### config.mk
export PLATFORM = sky130hd
export DESIGN_NAME = capture_period_mc
export DESIGN_NICKNAME = d
export VERILOG_FILES = /design/src/rtl/capture_pkg.sv /design/src/rtl/capture_chan.sv /design/src/rtl/capture_period_mc.sv
export SDC_FILE = /design/constraint.sdc
export NUM_CORES = 1
export LEC_CHECK = 0
export ABC_AREA = 1
export ABC_CLOCK_PERIOD_IN_PS = 2550
export CORE_MARGIN = 2
export CORE_UTILIZATION = 55
export DETAILED_ROUTE_END_ITERATION = 7
export PLACE_DENSITY = 0.74
export SYNTH_ARGS = -nofsm -noshare
export SYNTH_HDL_FRONTEND = slang
export SYNTH_SLANG_ARGS = --single-unit
### constraint.sdc
create_clock -name clk -period 2.55 [get_ports clk]
set_input_delay 0.3825 -clock clk [delete_from_list [all_inputs] [get_ports clk]]
set_output_delay 0.3825 -clock clk [all_outputs]
set_load 0.01 [all_outputs]
### src/rtl/capture_pkg.sv
// Shared types and defaults for the multi-channel period capture block.
// Edge-mode encoding is fixed by the 2-bit per-channel edge_mode port field.
package capture_pkg;

    typedef enum logic [1:0] {
        EDGE_OFF  = 2'b00,
        EDGE_RISE = 2'b01,
        EDGE_FALL = 2'b10,
        EDGE_BOTH = 2'b11
    } edge_mode_e;

    localparam int DEF_CH        = 2;
    localparam int DEF_WIDTH     = 24;
    localparam int DEF_FLT_WIDTH = 4;
    localparam int DEF_DEPTH     = 3;

    function automatic logic edge_qualifies(input edge_mode_e mode, input logic rise,
                                            input logic fall);
        logic q;
        q = 1'b0;
        case (mode)
            EDGE_RISE: q = rise;
            EDGE_FALL: q = fall;
            EDGE_BOTH: q = rise | fall;
            default:   q = 1'b0;
        endcase
        return q;
    endfunction

endpackage

### src/rtl/capture_chan.sv
// One capture channel: optional synchroniser, glitch filter, edge qualify,
// saturating period counter, period history and sticky overflow.
// Synchroniser present only when CAPTURE_SYNC_EN is defined.
module capture_chan
    import capture_pkg::*;
#(
    parameter int WIDTH     = DEF_WIDTH,
    parameter int FLT_WIDTH = DEF_FLT_WIDTH,
    parameter int DEPTH     = DEF_DEPTH,
    parameter int VCNT_W    = $clog2(DEPTH + 1)
) (
    input  logic                         clk,
    input  logic                         rst,
    input  logic                         ena,
    input  logic                         d,
    input  logic [FLT_WIDTH-1:0]         flt_val,
    input  logic [1:0]                   edge_mode,
    input  logic                         ovf_clr,
    output logic                         filtered,
    output logic                         cap_stb,
    output logic                         ovf,
    output logic [DEPTH-1:0][WIDTH-1:0]  hist,
    output logic [VCNT_W-1:0]            valid_cnt
);

    localparam logic [WIDTH-1:0] CNT_MAX = '1;

    logic d_s;

`ifdef CAPTURE_SYNC_EN
    logic [1:0] sync_q;

    // Synchroniser runs regardless of ena so the pin is always resolved.
    always_ff @(posedge clk) begin
        if (rst) sync_q <= '0;
        else     sync_q <= {sync_q[0], d};
    end
    assign d_s = sync_q[1];
`else
    assign d_s = d;
`endif

    logic [FLT_WIDTH-1:0] flt_cnt;
    logic                 filtered_d;
    logic                 armed;
    logic [WIDTH-1:0]     cnt;
    logic [WIDTH-1:0]     cnt_inc;
    logic                 qual;
    edge_mode_e           mode;

    assign mode    = edge_mode_e'(edge_mode);
    assign qual    = edge_qualifies(mode, filtered & ~filtered_d, ~filtered & filtered_d);
    assign cnt_inc = (cnt == CNT_MAX) ? CNT_MAX : cnt + WIDTH'(1);

    // NOTE: sequential state uses non-blocking assignments only, so every
    // register samples pre-edge values and block order cannot change behaviour.
    always_ff @(posedge clk) begin
        if (rst) begin
            flt_cnt    <= '0;
            filtered   <= 1'b0;
            filtered_d <= 1'b0;
        end else if (ena) begin
            filtered_d <= filtered;
            if (d_s == filtered) begin
                flt_cnt <= '0;
            end else if (flt_cnt == flt_val) begin
                filtered <= d_s;
                flt_cnt  <= '0;
            end else begin
                flt_cnt <= flt_cnt + FLT_WIDTH'(1);
            end
        end
    end

    // NOTE: the history is cleared on reset on purpose: the read port must
    // return zeros after rst, so this storage cannot be left uninitialised.
    always_ff @(posedge clk) begin
        if (rst) begin
            cnt       <= '0;
            armed     <= 1'b0;
            cap_stb   <= 1'b0;
            ovf       <= 1'b0;
            hist      <= '0;
            valid_cnt <= '0;
        end else begin
            cap_stb <= 1'b0;
            if (mode == EDGE_OFF) begin
                armed     <= 1'b0;
                valid_cnt <= '0;
            end
            if (ena) begin
                if (qual) begin
                    cnt <= '0;
                    if (armed) begin
                        for (int k = DEPTH - 1; k > 0; k--) hist[k] <= hist[k-1];
                        hist[0] <= cnt_inc;
                        cap_stb <= 1'b1;
                        if (valid_cnt != VCNT_W'(DEPTH)) valid_cnt <= valid_cnt + VCNT_W'(1);
                    end else begin
                        armed <= 1'b1;
                    end
                end else begin
                    cnt <= cnt_inc;
                end
                // Set is evaluated after clear so it wins in the same cycle.
                if (ovf_clr) ovf <= 1'b0;
                if (armed && !qual && cnt_inc == CNT_MAX) ovf <= 1'b1;
            end
        end
    end

endmodule

### src/rtl/capture_period_mc.sv
// Multi-channel period capture: CH independent capture_chan instances plus a
// combinational history read port. Define CAPTURE_SYNC_EN for input synchronisers.
module capture_period_mc
    import capture_pkg::*;
#(
    parameter int CH        = DEF_CH,
    parameter int WIDTH     = DEF_WIDTH,
    parameter int FLT_WIDTH = DEF_FLT_WIDTH,
    parameter int DEPTH     = DEF_DEPTH
) (
    input  logic                                      clk,
    input  logic                                      rst,
    input  logic                                      ena,
    input  logic [CH-1:0]                             d,
    input  logic [FLT_WIDTH-1:0]                      flt_val,
    input  logic [2*CH-1:0]                           edge_mode,
    input  logic [CH-1:0]                             ovf_clr,
    output logic [CH-1:0]                             filtered,
    output logic [CH-1:0]                             cap_stb,
    output logic [CH-1:0]                             ovf,
    input  logic [((CH > 1) ? $clog2(CH) : 1)-1:0]    rd_ch,
    input  logic [((DEPTH > 1) ? $clog2(DEPTH) : 1)-1:0] rd_idx,
    output logic [WIDTH-1:0]                          rd_data,
    output logic                                      rd_valid
);

    localparam int VCNT_W = $clog2(DEPTH + 1);

    logic [DEPTH-1:0][WIDTH-1:0] hist      [CH];
    logic [VCNT_W-1:0]           valid_cnt [CH];

    for (genvar c = 0; c < CH; c++) begin : g_chan
        capture_chan #(
            .WIDTH     (WIDTH),
            .FLT_WIDTH (FLT_WIDTH),
            .DEPTH     (DEPTH),
            .VCNT_W    (VCNT_W)
        ) u_chan (
            .clk       (clk),
            .rst       (rst),
            .ena       (ena),
            .d         (d[c]),
            .flt_val   (flt_val),
            .edge_mode (edge_mode[2*c +: 2]),
            .ovf_clr   (ovf_clr[c]),
            .filtered  (filtered[c]),
            .cap_stb   (cap_stb[c]),
            .ovf       (ovf[c]),
            .hist      (hist[c]),
            .valid_cnt (valid_cnt[c])
        );
    end

    // NOTE: both outputs get a default before the search loop; without it an
    // unmatched rd_ch/rd_idx would leave them unassigned and infer latches.
    always_comb begin
        rd_data  = '0;
        rd_valid = 1'b0;
        for (int c = 0; c < CH; c++) begin
            for (int k = 0; k < DEPTH; k++) begin
                if (int'(rd_ch) == c && int'(rd_idx) == k) begin
                    rd_data  = hist[c][k];
                    rd_valid = (k < int'(valid_cnt[c]));
                end
            end
        end
    end

endmodule

==> results_dict.tcl <==
set metrics [dict create \
    multi_input_area_um2 5359 \
    ir_worst_vdd_uv 398.4 \
    violations "negative setup slack" \
    final_max_slew_viol_count 0 \
    ios 49 \
    grt_pass1_wl_mm 46.98 \
    drt.antenna.violating_nets 0 \
    syn_avg_cell_area_um2 6.771 \
    drt_iter0_markers 979 \
    vias 10120 \
    yosysMostFrequentCell "nand2_1" \
    wl_per_cell_um 15.68 \
    viasPerCell 5.527 \
    cts_tree "built" \
    wl_met1_mm 13.01 \
    synthXorXnorAreaFrac 0.01762 \
    gp_congestion 0.9215 \
    rows 50 \
    hp-class "in2reg" \
    grt_usage 0.2876 \
    period_minus_slack_ns 2.560 \
    wl_met2_mm 13.16 \
    status "finished with violations" \
    cts_sinks 214 \
    final_net_count 1611 \
    die_w_um 141.8 \
    drive_gt1_frac 0.09148 \
    slew_headroom 0.6032 \
    synth_top_family_by_area "simple AND/OR/NAND/NOR gates" \
    timing.fmax_mhz 390.6 \
    tightest_slew_ns 0.5943 \
    synth_area_um2 10440 \
    synthMuxAreaShare 0 \
    syn_inst 1542 \
    grt_max_degree 99 \
    crit_type "in2out" \
    ctsHtreeMaxLevel 1 \
    cts.clk_slew.worst_paths_ns 0.06 \
    synth_top_area_frac 0.4103 \
    routed_wl_mm 28.70 \
    wl_met3_mm 1.915 \
    synth_top_cell_by_area "dfxtp_1" \
    synth-seq-cells 214 \
    hold_viol 0 \
    synth_enable_flop_cells 0 \
    setup_violations 1 \
    whs_ns 0.4000 \
    start_util 0.5601 \
    ys_types 38 \
    drc 0 \
    post-dp-hpwl_mm 20.19 \
    synth_fa_ha_area_frac 0.01438 \
    cp.arrival_ns 2.18 \
    die-area_um2 20100 \
    hp-start "rst" \
    cts.hold.buffers_added 0 \
    firstDrtPassIters 7 \
    synth_compound_area_frac 0.1835 \
    antenna_cells 0 \
    endpoint_kind "output pin" \
    cp_slowest_stage_delay_ns 0.53 \
    cts_buffers 24 \
    cp_slowest_cell "clkdlybuf4s50_1" \
    cp_max_fo 20 \
    setup_ws_ns -0.01016 \
    layout-area-overhead-vs-synth_pct 16.93 \
    root_buffer "clkbuf_16" \
    cp.buffers_inverters 4 \
    route.top_layer_used "met4" \
    die_h_um 141.8 \
    cp.required_ns 2.17 \
    final_util 0.6549 \
    postSynth.asyncResetShare 0 \
    ys_seq_area_frac 0.4103 \
    r2r-start "g_chan[0].u_chan.cnt[0]$_SDFFE_PP0P_" \
    yosys.area_share.simple 0.2842 \
    syn-num-nets 1572 \
    powerDensity_nw_per_um2 594.6 \
    cp_top_family "buffers and inverters" \
    clock_latency_ns 0.52 \
    clk_path_buf_depth 3 \
    nFillCells 1621 \
    start_kind "primary input" \
    rsz0062_at_grt "true" \
    cp-startpoint "rd_idx[0]" \
    portBuffers 48 \
    ys_top_cells_by_count "337 x nand2_1, 254 x nor2_1, 214 x dfxtp_1" \
    core_um2 18640 \
    fin_crit_sh 1.004 \
    p_leak_nw 5.257 \
    maxCapViolations 0 \
    antenna_found_initial 0 \
    fin_skew_ns 0.01492 \
    yosys-top-cells-area "dfxtp_1 41%, nand2_1 12%, nor2_1 9.1%" \
    regArea_um2 4284 \
    grt_pass1_vias 9306 \
    yosys_warnings 0 \
    crit_chain "clkdlybuf4s50_1 -> buf_4 -> nor3_2 -> buf_12 -> a221oi_1 -> o2111ai_2 -> clkdlybuf4s15_1" \
    synth_top_flop_cell "dfxtp_1" \
    grt-ovfl-total 0 \
]
[metal layers]
metal	GRT usage	vias up
met3	0.05197	48
met4	0.07737	0
li1	-	5086
met5	0	-
met1	0.3908	4666
met2	0.4734	315
[timing repair]
item / CTS / global route
resized for setup: 36 / 21
buffers inserted: 0 / 0
pin swaps: 2 / 5
setup endpoints to repair: 25 / 16
[worst min-delay path: stages]
cell and delay (ns):
buf_4 0.12, buf_12 0.22, nor2_1 0.14
[sequential cells by signal, indices dropped and copies added, names as in the netlist]
name,cells
g_chan.u_chan.hist,144
g_chan.u_chan.cnt,48
g_chan.u_chan.flt_cnt,8
g_chan.u_chan.valid_cnt,4
g_chan.u_chan.armed,2
g_chan.u_chan.cap_stb,2
g_chan.u_chan.filtered,2
g_chan.u_chan.filtered_d,2
g_chan.u_chan.ovf,2
[power by group]
| part | total, mW | internal [mW] | switching (mW) |
|---|---|---|---|
| Combinational | 0.394 | 0.142 | 0.252 |
| Sequential | 3.43 | 3.39 | 0.0372 |
| Clock | 3.44 | 2.08 | 1.36 |
| Total | 7.26 | 5.62 | 1.64 |
[stage by stage]
step,std cells,setup slack [ns],instance area [µm²],total power [mW],TNS [ns]
2_1_floorplan,1542,0.6205,10440,3.714,0
3_3_place_gp,1789,-0.2682,11350,3.876,-4.337
3_5_place_dp,1789,-0.3096,11350,3.885,-5.319
4_1_cts,1830,-0.1388,12160,7.272,-0.1388
5_1_grt,1830,-0.04545,12210,7.485,-0.1606
6_report,1830,-0.01016,12210,7.260,-0.01016
[placed cells by master, fill, tap and decap left out, drive strengths merged, types with 2 or more instances in the layout]
master,n
buf,51
nand4,12
inv,149
xor2,18
nand3,74
a211oi,5
a221oi,24
dlygate4sd2,20
clkinv,2
a32o,4
nor3,5
dfxtp,214
o21ai,169
xnor2,3
a21oi,127
o2111ai,13
nor2,265
clkdlybuf4s50,20
nand3b,9
clkbuf,42
nand2,348
ha,12
[cell families after synthesis]
kind of cell    after synthesis
simple gates                715
compound gates              346
buf+inv                     234
flops                       214
xor+xnor                     21
fa+ha+maj                    12
[final timing paths]
| kind | endpoint | slack [ns] | depth (start not counted) |
|---|---|---|---|
| worst max register to register | g_chan[0].u_chan.ovf$_SDFFE_PP0P_ | 0.24 | 13 |
| worst max-delay path | rd_valid | -0.01 | 7 |
| worst min-delay path | g_chan[0].u_chan.flt_cnt[3]$_SDFFE_PP0P_ | 0.40 | 3 |
| worst min register to register | g_chan[0].u_chan.ovf$_SDFFE_PP0P_ | 0.47 | 2 |
[final cells by class]
type,count,area share
Timing Repair Buffer,98,0.07553
Inverter,149,0.04581
Multi-Input combinational cell,1094,0.4389
Tap cell,234,0.02398
Clock buffer,37,0.06067
Clock inverter,4,0.004202
Sequential cell,214,0.3509
(Power assumes the default switching activity.)
